`src/rtl/puf_auth_pkg.sv`:
```
// Shared types and constants for the PUF challenge/response authentication controller.
package puf_auth_pkg;

  localparam int CHAL_W = 8;
  localparam int DEF_RESP_W = 8;
  localparam logic [7:0] DEF_RESP_MASK = 8'h0E;
  localparam int HD_W = 8;
  localparam int TMR_W = 20;
  localparam logic [CHAL_W-1:0] KICK_FLIP = 8'h01;

  typedef enum logic [2:0] {
    IDLE,
    KICK,
    ARM,
    WAIT_BUSY,
    WAIT_DONE,
    COMPARE,
    FINISH
  } state_e;

  function automatic logic [HD_W-1:0] sat_add(input logic [HD_W-1:0] a, input logic [HD_W-1:0] b);
    logic [HD_W:0] sum;
    sum = {1'b0, a} + {1'b0, b};
    return sum[HD_W] ? {HD_W{1'b1}} : sum[HD_W-1:0];
  endfunction

endpackage

```
`src/rtl/puf_hamming.sv`:
```
// Combinational masked Hamming distance between two response vectors.
module puf_hamming
  import puf_auth_pkg::*;
#(
  parameter int RESP_W = DEF_RESP_W,
  parameter int CNT_W  = $clog2(RESP_W + 1)
) (
  input  logic [RESP_W-1:0] a_i,
  input  logic [RESP_W-1:0] b_i,
  input  logic [RESP_W-1:0] mask_i,
  output logic [CNT_W-1:0]  hd_o
);

  logic [RESP_W-1:0] diff;

  always_comb begin
    diff = (a_i ^ b_i) & mask_i;
    hd_o = '0;
    for (int i = 0; i < RESP_W; i++) begin
      hd_o = hd_o + CNT_W'(diff[i]);
    end
  end

endmodule

```
`src/rtl/puf_auth_ctrl.sv`:
```
// Challenge-side controller for the ring-oscillator PUF: kicks, measures and scores a session.
// Optional enrollment mode (ENROLL port) is built when PUF_AUTH_ENROLL_EN is defined.
module puf_auth_ctrl
  import puf_auth_pkg::*;
#(
  parameter int                NUM_CHAL    = 8,
  parameter int                RESP_W      = DEF_RESP_W,
  parameter logic [RESP_W-1:0] RESP_MASK   = RESP_W'(DEF_RESP_MASK),
  parameter int                HD_THRESH   = 2,
  parameter int                KICK_CYC    = 4,
  parameter int                TIMEOUT_CYC = 400000
) (
  input  logic                        CLK,
  input  logic                        RST_N,
  input  logic                        START,
`ifdef PUF_AUTH_ENROLL_EN
  input  logic                        ENROLL,
`endif
  input  logic                        TBL_WE,
  input  logic [$clog2(NUM_CHAL)-1:0] TBL_ADDR,
  input  logic [7:0]                  TBL_CHAL,
  input  logic [RESP_W-1:0]           TBL_RESP,
  output logic [7:0]                  PUF_CHALLENGE,
  input  logic [RESP_W-1:0]           PUF_RESPONSE,
  input  logic                        PUF_DONE,
  output logic                        BUSY,
  output logic                        DONE,
  output logic                        PASS,
  output logic                        TIMEOUT,
  output logic [7:0]                  HD_TOTAL
);

  localparam int IW = $clog2(NUM_CHAL);
  localparam int KW = $clog2(KICK_CYC + 1);
  localparam int CW = $clog2(RESP_W + 1);

  state_e              state_q, state_d;
  logic [IW-1:0]       idx_q, idx_d, idx_nxt;
  logic [KW-1:0]       kick_q, kick_d;
  logic [TMR_W-1:0]    timer_q, timer_d;
  logic [CHAL_W-1:0]   chal_q, chal_d, first_chal;
  logic [RESP_W-1:0]   resp_q, resp_d;
  logic [HD_W-1:0]     hd_total_q, hd_total_d;
  logic                busy_q, busy_d, done_q, done_d, pass_q, pass_d;
  logic                timeout_q, timeout_d, enroll_q, enroll_d;
  logic                enroll_start, host_we, enr_we, abort, timer_hit;
  logic [1:0]          sync_q;
  logic                done_s;
  logic [CW-1:0]       hd_cur;

  logic [CHAL_W-1:0]   tbl_chal_q [NUM_CHAL];
  logic [RESP_W-1:0]   tbl_resp_q [NUM_CHAL];

`ifdef PUF_AUTH_ENROLL_EN
  assign enroll_start = ENROLL;
`else
  assign enroll_start = 1'b0;
`endif

  // PUF_DONE is asynchronous to our state; idle-high reset matches a quiet PUF.
  always_ff @(posedge CLK or negedge RST_N) begin
    if (!RST_N) sync_q <= 2'b11;
    else        sync_q <= {sync_q[0], PUF_DONE};
  end
  assign done_s = sync_q[1];

  assign host_we   = TBL_WE && !busy_q;
  assign idx_nxt   = idx_q + 1'b1;
  assign timer_hit = (timer_q == TMR_W'(TIMEOUT_CYC - 1));
  // A table write landing with START must already be visible to the first kick.
  assign first_chal = (host_we && TBL_ADDR == '0) ? TBL_CHAL : tbl_chal_q[0];

  // NOTE: table storage has no reset; it is only meaningful after enrollment writes, and
  // leaving it out of the reset tree lets it map onto plain register-file/RAM cells.
  always_ff @(posedge CLK) begin
    if (host_we) begin
      tbl_chal_q[TBL_ADDR] <= TBL_CHAL;
      tbl_resp_q[TBL_ADDR] <= TBL_RESP;
    end else if (enr_we) begin
      tbl_resp_q[idx_q] <= resp_q & RESP_MASK;
    end
  end

  puf_hamming #(.RESP_W(RESP_W)) u_hamming (
    .a_i    (resp_q),
    .b_i    (tbl_resp_q[idx_q]),
    .mask_i (RESP_MASK),
    .hd_o   (hd_cur)
  );

  // NOTE: every variable gets its hold/default value before the case so no path leaves one
  // unassigned, which would otherwise infer a latch.
  always_comb begin
    state_d    = state_q;
    idx_d      = idx_q;
    kick_d     = kick_q;
    timer_d    = timer_q;
    chal_d     = chal_q;
    resp_d     = resp_q;
    hd_total_d = hd_total_q;
    busy_d     = busy_q;
    done_d     = 1'b0;
    pass_d     = pass_q;
    timeout_d  = timeout_q;
    enroll_d   = enroll_q;
    enr_we     = 1'b0;
    abort      = 1'b0;

    unique case (state_q)
      IDLE: begin
        if (START) begin
          idx_d      = '0;
          kick_d     = '0;
          hd_total_d = '0;
          pass_d     = 1'b0;
          timeout_d  = 1'b0;
          busy_d     = 1'b1;
          enroll_d   = enroll_start;
          chal_d     = first_chal ^ KICK_FLIP;
          state_d    = KICK;
        end
      end
      KICK: begin
        if (kick_q == KW'(KICK_CYC - 1)) begin
          chal_d  = tbl_chal_q[idx_q];
          state_d = ARM;
        end else begin
          kick_d = kick_q + 1'b1;
        end
      end
      ARM: begin
        timer_d = '0;
        state_d = WAIT_BUSY;
      end
      WAIT_BUSY: begin
        timer_d = timer_q + 1'b1;
        if (timer_hit)   abort   = 1'b1;
        else if (!done_s) state_d = WAIT_DONE;
      end
      WAIT_DONE: begin
        timer_d = timer_q + 1'b1;
        if (timer_hit) begin
          abort = 1'b1;
        end else if (done_s) begin
          resp_d  = PUF_RESPONSE;
          state_d = COMPARE;
        end
      end
      COMPARE: begin
        if (enroll_q) enr_we     = 1'b1;
        else          hd_total_d = sat_add(hd_total_q, HD_W'(hd_cur));
        if (idx_q == IW'(NUM_CHAL - 1)) begin
          state_d = FINISH;
        end else begin
          idx_d   = idx_nxt;
          kick_d  = '0;
          chal_d  = tbl_chal_q[idx_nxt] ^ KICK_FLIP;
          state_d = KICK;
        end
      end
      FINISH: begin
        pass_d  = enroll_q ? 1'b1 : (hd_total_q <= HD_W'(HD_THRESH));
        done_d  = 1'b1;
        busy_d  = 1'b0;
        state_d = IDLE;
      end
      default: state_d = IDLE;
    endcase

    if (abort) begin
      timeout_d = 1'b1;
      pass_d    = 1'b0;
      done_d    = 1'b1;
      busy_d    = 1'b0;
      state_d   = IDLE;
    end
  end

  // NOTE: sequential state uses non-blocking assignments so all registers update together
  // from values sampled at the same edge.
  always_ff @(posedge CLK or negedge RST_N) begin
    if (!RST_N) begin
      state_q    <= IDLE;
      idx_q      <= '0;
      kick_q     <= '0;
      timer_q    <= '0;
      chal_q     <= '0;
      resp_q     <= '0;
      hd_total_q <= '0;
      busy_q     <= 1'b0;
      done_q     <= 1'b0;
      pass_q     <= 1'b0;
      timeout_q  <= 1'b0;
      enroll_q   <= 1'b0;
    end else begin
      state_q    <= state_d;
      idx_q      <= idx_d;
      kick_q     <= kick_d;
      timer_q    <= timer_d;
      chal_q     <= chal_d;
      resp_q     <= resp_d;
      hd_total_q <= hd_total_d;
      busy_q     <= busy_d;
      done_q     <= done_d;
      pass_q     <= pass_d;
      timeout_q  <= timeout_d;
      enroll_q   <= enroll_d;
    end
  end

  assign PUF_CHALLENGE = chal_q;
  assign BUSY          = busy_q;
  assign DONE          = done_q;
  assign PASS          = pass_q;
  assign TIMEOUT       = timeout_q;
  assign HD_TOTAL      = hd_total_q;

endmodule

```
`config.mk`:
```
export PLATFORM = sky130hd
export DESIGN_NAME = puf_auth_ctrl
export DESIGN_NICKNAME = d
export VERILOG_FILES = /design/src/rtl/puf_auth_pkg.sv /design/src/rtl/puf_hamming.sv /design/src/rtl/puf_auth_ctrl.sv
export SDC_FILE = /design/constraint.sdc
export NUM_CORES = 1
export LEC_CHECK = 0
export ABC_AREA = 1
export BUFFER_PORTS_ARGS = -buffer_cell sky130_fd_sc_hd__buf_2
export CORE_UTILIZATION = 48
export CTS_CLUSTER_DIAMETER = 150
export CTS_CLUSTER_SIZE = 16
export DETAILED_ROUTE_END_ITERATION = 8
export MAX_ROUTING_LAYER = met4
export PLACE_DENSITY = 0.65
export SETUP_SLACK_MARGIN = 0.2
export SLEW_MARGIN = 20
export SYNTH_ARGS = -nofsm -noshare
export SYNTH_HDL_FRONTEND = slang
export SYNTH_SLANG_ARGS = --single-unit
```
`constraint.sdc`:
```
create_clock -name CLK -period 4.5 [get_ports CLK]
set_clock_uncertainty 0.2 [all_clocks]
set_input_delay 0.675 -clock CLK [delete_from_list [all_inputs] [get_ports CLK]]
set_output_delay 0.675 -clock CLK [all_outputs]
set_load 0.1 [all_outputs]
```
## Word-level counts from Yosys, hierarchy flattened

Memories as Yosys holds them, arrays and structs flattened.
Index checks and enable logic that the tools add are counted.

- Flip-flop bits (word level): 55
- Memory bits (writable): 128
- Input port bits: 32
- Output and inout port bits: 20
- Logic and storage cells: 102
- Memories kept: 2

- Add/sub/neg operators: 6
- Order comparisons: 1
- Equal/unequal tests: 19
- Muxes and demuxes: 38
- Bitwise logic cells: 4
- Reduce and logical (&&, ||, !) cells: 20

Memory list:

| name | words | width | rd ports | clocked after memory_dff | wr ports | RTL line | source |
|---|---|---|---|---|---|---|---|
| tbl_chal_q | 8 | 8 | 3 | 0 | 1 | puf_auth_ctrl.sv:51 | `logic [CHAL_W-1:0] tbl_chal_q [NUM_CHAL];` |
| tbl_resp_q | 8 | 8 | 1 | 0 | 1 | puf_auth_ctrl.sv:52 | `logic [RESP_W-1:0] tbl_resp_q [NUM_CHAL];` |

Operators with widths:

| operator | number |
|---|---|
| 8-bit two-way mux | 6 |
| 20-bit one-hot mux with 2 select lines | 1 |
| 3-bit two-way mux | 12 |
| 8-bit one-hot mux with 3 select lines | 1 |
| 20-bit by 1-bit adder with 20-bit output, second input constant | 1 |
| 20-bit by 19-bit == test with 1-bit output, second input constant | 1 |
| 3-bit inequality test, second input constant | 6 |
| 3-bit one-hot mux with 6 select lines | 1 |
| 8-bit one-hot mux with 2 select lines | 1 |
| 3-bit == test, second input constant | 4 |
| 1-bit two-way mux | 12 |
| 8-bit by 4-bit adder with 9-bit output | 1 |
| 3-bit by 2-bit == test with 1-bit output, second input constant | 3 |
| 3-bit one-hot mux with 3 select lines | 1 |
| 8-bit by 2-bit less-or-equal comparator with 1-bit output, second input constant | 1 |
| 2-bit inequality test, second input constant | 4 |
| 4-bit AND reduction | 2 |
| 2-bit nonzero test | 4 |
| 3-bit by 1-bit adder with 3-bit output, second input constant | 2 |
| 3-bit logical NOT | 2 |
| 3-bit one-hot mux with 2 select lines | 1 |
| 2-bit AND reduction | 3 |
| 3-bit AND reduction | 2 |
| 6-bit AND reduction | 1 |
| 10 further kinds | 15 |

## Depth between registers and ports, before layout

- Word-level depth: 7
- Depth in mapped cells: 19
- Gate-level depth less buffers: 17

## Cells and area by module

From an unflattened synthesis, not the netlist that was laid out.

- Cells, all modules: 1146
- Area, all modules: 9614.2 µm²

Modules (own cells, without submodules):

| module | instances | cells each | area an instance (µm²) | seq. area each (µm²) |
|---|---|---|---|---|
| puf_auth_ctrl | 1 | 1091 | 9303.9 | 5322.6 |
| puf_hamming | 1 | 55 | 310.3 | 0.0 |

## Worst setup path after synthesis

No wires, ideal clock.

- Path kind: register to register
- Start: register idx_q[0]
- End: register hd_total_q[3], in the netlist HD_TOTAL[3]
- Library setup time: 126 ps
- Data arrival time: 3108 ps
- Slack: 1066 ps
- Cell stages (with the launch flop): 19
- Path buffers: 3
- Clock period less this slack: 3434 ps
- Path through: dfrtp_1 > buf_4 > inv_2 > buf_6 > buf_6 > nor2_1 > o211ai_1 > nand2_1 > xor2_1 > fa_1 > inv_1 > ha_1 > fa_1 > a21oi_1 > nor3_2 > nand3_1 > o21ai_0 > nand2_1 > o21ai_1

- Word-level cells in the longest chain between the ends: 7

Ends and longest elaborated chain:

| element | RTL line | source |
|---|---|---|
| start, declared | puf_auth_ctrl.sv:38 | `logic [IW-1:0] idx_q, idx_d, idx_nxt;` |
| start signal, assigned | puf_auth_ctrl.sv:197 | `idx_q <= idx_d;` |
| memory 8 x 8 bit (*) | - |  |
| 4-bit bitwise XOR (*) | puf_hamming.sv:17 | `diff = (a_i ^ b_i) & mask_i;` |
| 1-bit by 1-bit adder with 2-bit output | puf_hamming.sv:20 | `hd_o = hd_o + CNT_W'(diff[i]);` |
| 4-bit by 1-bit adder with 4-bit output (*) | puf_hamming.sv:20 |  |
| 8-bit by 4-bit adder with 9-bit output (*) | puf_auth_pkg.sv:23 | `sum = {1'b0, a} + {1'b0, b};` |
| 8-bit two-way mux (*) | puf_auth_pkg.sv:24 | `return sum[HD_W] ? {HD_W{1'b1}} : sum[HD_W-1:0];` |
| 8-bit one-hot mux with 2 select lines (*) | puf_auth_ctrl.sv:109 | `unique case (state_q)` |
| end signal, assigned | puf_auth_ctrl.sv:202 | `hd_total_q <= hd_total_d;` |
| end, declared | puf_auth_ctrl.sv:43 | `logic [HD_W-1:0] hd_total_q, hd_total_d;` |

Every way passes the cells marked *; elsewhere a longest branch is shown, timed or not.
A chain may end at the register's enable or synchronous reset.

## Worst setup path in the final report

- Start: register idx_q[0]
- End: register hd_total_q[4], in the netlist HD_TOTAL[4]

Same word-level chain as after synthesis.

==> impl_metrics.tcl <==
set metrics [dict create \
    synthFlopType "edfxtp_1" \
    insertion_delay_ns 0.43 \
    post-synth-top-area-cell "edfxtp_1" \
    viasPerCell 5.145 \
    grt_overflow 0 \
    drv_slew 0 \
    seq_area_frac_synth_pct 51.18 \
    synth_top_area_share_pct 33.84 \
    syn-cell-area_um2 7809 \
    synth_simple_gate_area_share_pct 30.68 \
    crit_path_end_kind "register" \
    grt_pass1_vias 5583 \
    clk_path_buf_depth 2 \
    reg2reg_from "idx_q[0]$_DFFE_PN0P_" \
    area_delta_synth_final_pct 12.11 \
    worstHoldPathCells 1 \
    postSynth.asyncResetShare_pct 38.03 \
    yosysUniqueCellTypes 47 \
    cts.sinks 142 \
    place_area_um2 8148 \
    die_x_um 129.5 \
    cts_tree "yes" \
    worstPathRequired_ns 4.61 \
    status "complete, no violations" \
    holdBufCountCts 0 \
    regArea_um2 3998 \
    synth-edff-count 88 \
    path_max_fanout 18 \
    setup-violations-final 0 \
    ff2ff_setup_slack_ns 0.67 \
    slowest_delay_ns 0.57 \
    drc_errors 0 \
    cap_violations 0 \
    drive_gt1_share_pct 11.92 \
    synth_common_cells "nand2_1, inv_1, nand3_1" \
    synth.avg_cell_area_um2 8.263 \
    critical_path.top_delay_family "adder cells" \
    reg2reg_depth 15 \
    final_antenna_net_count 0 \
    synth_area_leaders "edfxtp_1, dfrtp_1, nand2_1" \
    synth_top_family_by_area "simple AND/OR/NAND/NOR gates" \
    die_y_um 129.5 \
    drt_iter0_drc 519 \
    cts_resized 0 \
    num_vias 6246 \
    dieArea_um2 16780 \
    fin_nets 1030 \
    numCtsBuffers 17 \
    synthesis.nets 990 \
    arrival_ns 3.93 \
    ys_ff_latch 142 \
    antenna_found_initial 0 \
    synth_mux_area_share_pct 0.1282 \
    clkSlewWorstSetupHoldPaths_ns 0.06 \
    n_antenna_cell 0 \
    max-slew-margin-rel_pct 43.19 \
    synth_xor_area_share_pct 0.8973 \
    post_cts.repair.setup_buffers 0 \
    core_um2 15890 \
    grt_pass1_wl_mm 28.90 \
    setup_tns_ns 0 \
    rsz0062_at_grt "no" \
    yosysWarnings 0 \
    fmax_mhz 261.4 \
    post_drt_wl_per_cell_um 14.91 \
    fill_cells 1479 \
    totalWireLength_mm 18.11 \
    hold_path.class "in -> reg" \
    ctsRootBufferMaster "clkbuf_16" \
    synthAdderAreaFrac_pct 2.275 \
    r2r-end "HD_TOTAL[4]$_DFFE_PN0P_" \
    p_per_area_nw_per_um2 610.4 \
    htree_levels 4 \
    crit_chain "inv_2 > nor2_1 > o211ai_1 > nand2_1 > xor2_1 > fa_1 > inv_1 > ha_1 > fa_1 > a21oi_1 > nor3_2 > nand3_1 > o21ai_0 > nand2_1 > o21ai_1" \
    hold_viol 0 \
    gp_congestion 0.8501 \
    tightest_slew_ns 0.8490 \
    gr-usage-all-layers_pct 23.88 \
    syn_inst 945 \
    final.min_clock_period_ns 3.826 \
    final_area_um2 8755 \
    dp_hpwl_mm 11.78 \
    grt_start_max_net_pins 64 \
    yosys.cell_count.top_type "nand2_1" \
    initial_core_util_pct 49.16 \
    worst-path-buf-inv 2 \
    leakagePower_nw 4.064 \
    io_pins 52 \
    rows 46 \
    cp_slowest_cell "fa_1" \
    ir_worst_vdd_mv 0.4735 \
    multi_input_area_um2 3034 \
    holdCritStartpoint "PUF_DONE" \
    drt_pass1_iterations 5 \
    synth_compound_gate_area_share_pct 4.871 \
    cp-start-kind "register" \
    worst_hold_path.endpoint "sync_q[0]$_DFF_PN1_" \
    critPathKind "reg -> reg" \
    post-route-period-util_pct 85.03 \
    portBuffers 41 \
]
==> cell usage in the layout (no fill, tap or decap), types with 4 or more instances in the layout <==
cell type	netlist	final
o211ai_1	9	9
nor2_4	4	4
nand4_1	17	17
nand3_1	121	121
inv_2	5	5
dfrtp_1	52	51
edfxtp_1	88	88
xnor2_1	4	4
nand2_1	300	300
inv_1	129	129
buf_4	3	14
nor2_1	73	73
clkbuf_16	0	17
xor2_1	4	4
ha_1	11	11
o21ai_1	9	9
nor3_1	9	9
clkinvlp_4	0	5
a21oi_1	7	7
buf_2	17	41
o22ai_1	5	5
o21ai_0	28	28
==> metrics by stage <==
step | hold WS [ns] | setup WS [ns] | cells | power (mW) | utilization (%)
4_1_cts | 0.1302 | 0.6778 | 1214 | 5.371 | 55.11
5_1_grt | 0.1278 | 0.3337 | 1214 | 5.703 | 55.11
6_report | 0.1427 | 0.6738 | 1214 | 5.344 | 55.11
2_1_floorplan | 0.1452 | 1.066 | 945 | 3.530 | -
3_5_place_dp | 0.1468 | 0.7080 | 1182 | 3.936 | 51.29
3_3_place_gp | 0.1458 | 0.7517 | 1182 | 3.907 | 51.29
==> how the worst max path moves through the flow <==
| stage | to | slack [ns] | from | cells after the start |
|---|---|---|---|---|
| 6_report | HD_TOTAL[4]$_DFFE_PN0P_ | 0.67 | idx_q[0]$_DFFE_PN0P_ | 15 |
| 5_1_grt | HD_TOTAL[4]$_DFFE_PN0P_ | 0.33 | idx_q[0]$_DFFE_PN0P_ | 15 |
| 4_1_cts | HD_TOTAL[5]$_DFFE_PN0P_ | 0.68 | idx_q[0]$_DFFE_PN0P_ | 15 |
| 3_5_place_dp | HD_TOTAL[4]$_DFFE_PN0P_ | 0.71 | idx_q[0]$_DFFE_PN0P_ | 15 |
| 3_3_place_gp | HD_TOTAL[3]$_DFFE_PN0P_ | 0.75 | idx_q[0]$_DFFE_PN0P_ | 15 |
| 2_1_floorplan | HD_TOTAL[3]$_DFFE_PN0P_ | 1.07 | idx_q[0]$_DFFE_PN0P_ | 18 |
==> flip-flops by register name (all words and copies together), names as in the netlist <==
register,flops
PUF_CHALLENGE,8
DONE,1
kick_q,3
timer_q,20
resp_q,3
HD_TOTAL,8
state_q,3
tbl_chal_q,64
idx_q,3
TIMEOUT,1
tbl_resp_q,24
BUSY,1
PASS,1
sync_q,2
==> kinds of logic (layout without fill, tap and decap cells) <==
family,Yosys count,after routing
AOI/OAI and AO/OA,64,64
and+or+nand+nor,545,545
buffers and inverters,172,225
xor gates and xnor gates,8,8
muxes,1,1
adders and majority gates,13,13
DFF,142,142
==> routing by layer <==
metal / vias up / track usage [%] / wire length (µm)
met5: - / - / 0
met1: 2904 / 31.69 / 8593
met4: 0 / 6.977 / 255
met3: 22 / 5.409 / 830
li1: 3150 / - / -
met2: 170 / 36.59 / 8427
==> where the power goes <==
| group | internal, mW | switching (mW) |
|---|---|---|
| combinational | 0.644 | 1.60 |
| sequential | 1.52 | 0.159 |
| clock | 0.883 | 0.541 |
==> final cells by class <==
class / count / share of cell area [%]
Sequential cell: 142 / 45.66
Inverter: 138 / 6.117
Clock buffer: 18 / 5.016
Tap cell: 216 / 3.087
Clock inverter: 14 / 1.915
Multi-Input combinational cell: 631 / 34.66
Timing Repair Buffer: 55 / 3.544
==> worst reg2reg max path: cells and delay by family, from the launching register on <==
kind / cells / cell delay, ns
XOR/XNOR: 1 / 0.18
AND/OR/NAND/NOR: 5 / 0.62
AO/OA/AOI/OAI: 4 / 0.69
buffers and inverters: 2 / 0.33
flip-flops: 1 / 0.53
adder cells (fa/ha/maj): 3 / 1.18
Note: power is estimated with default switching activity, not from simulation.
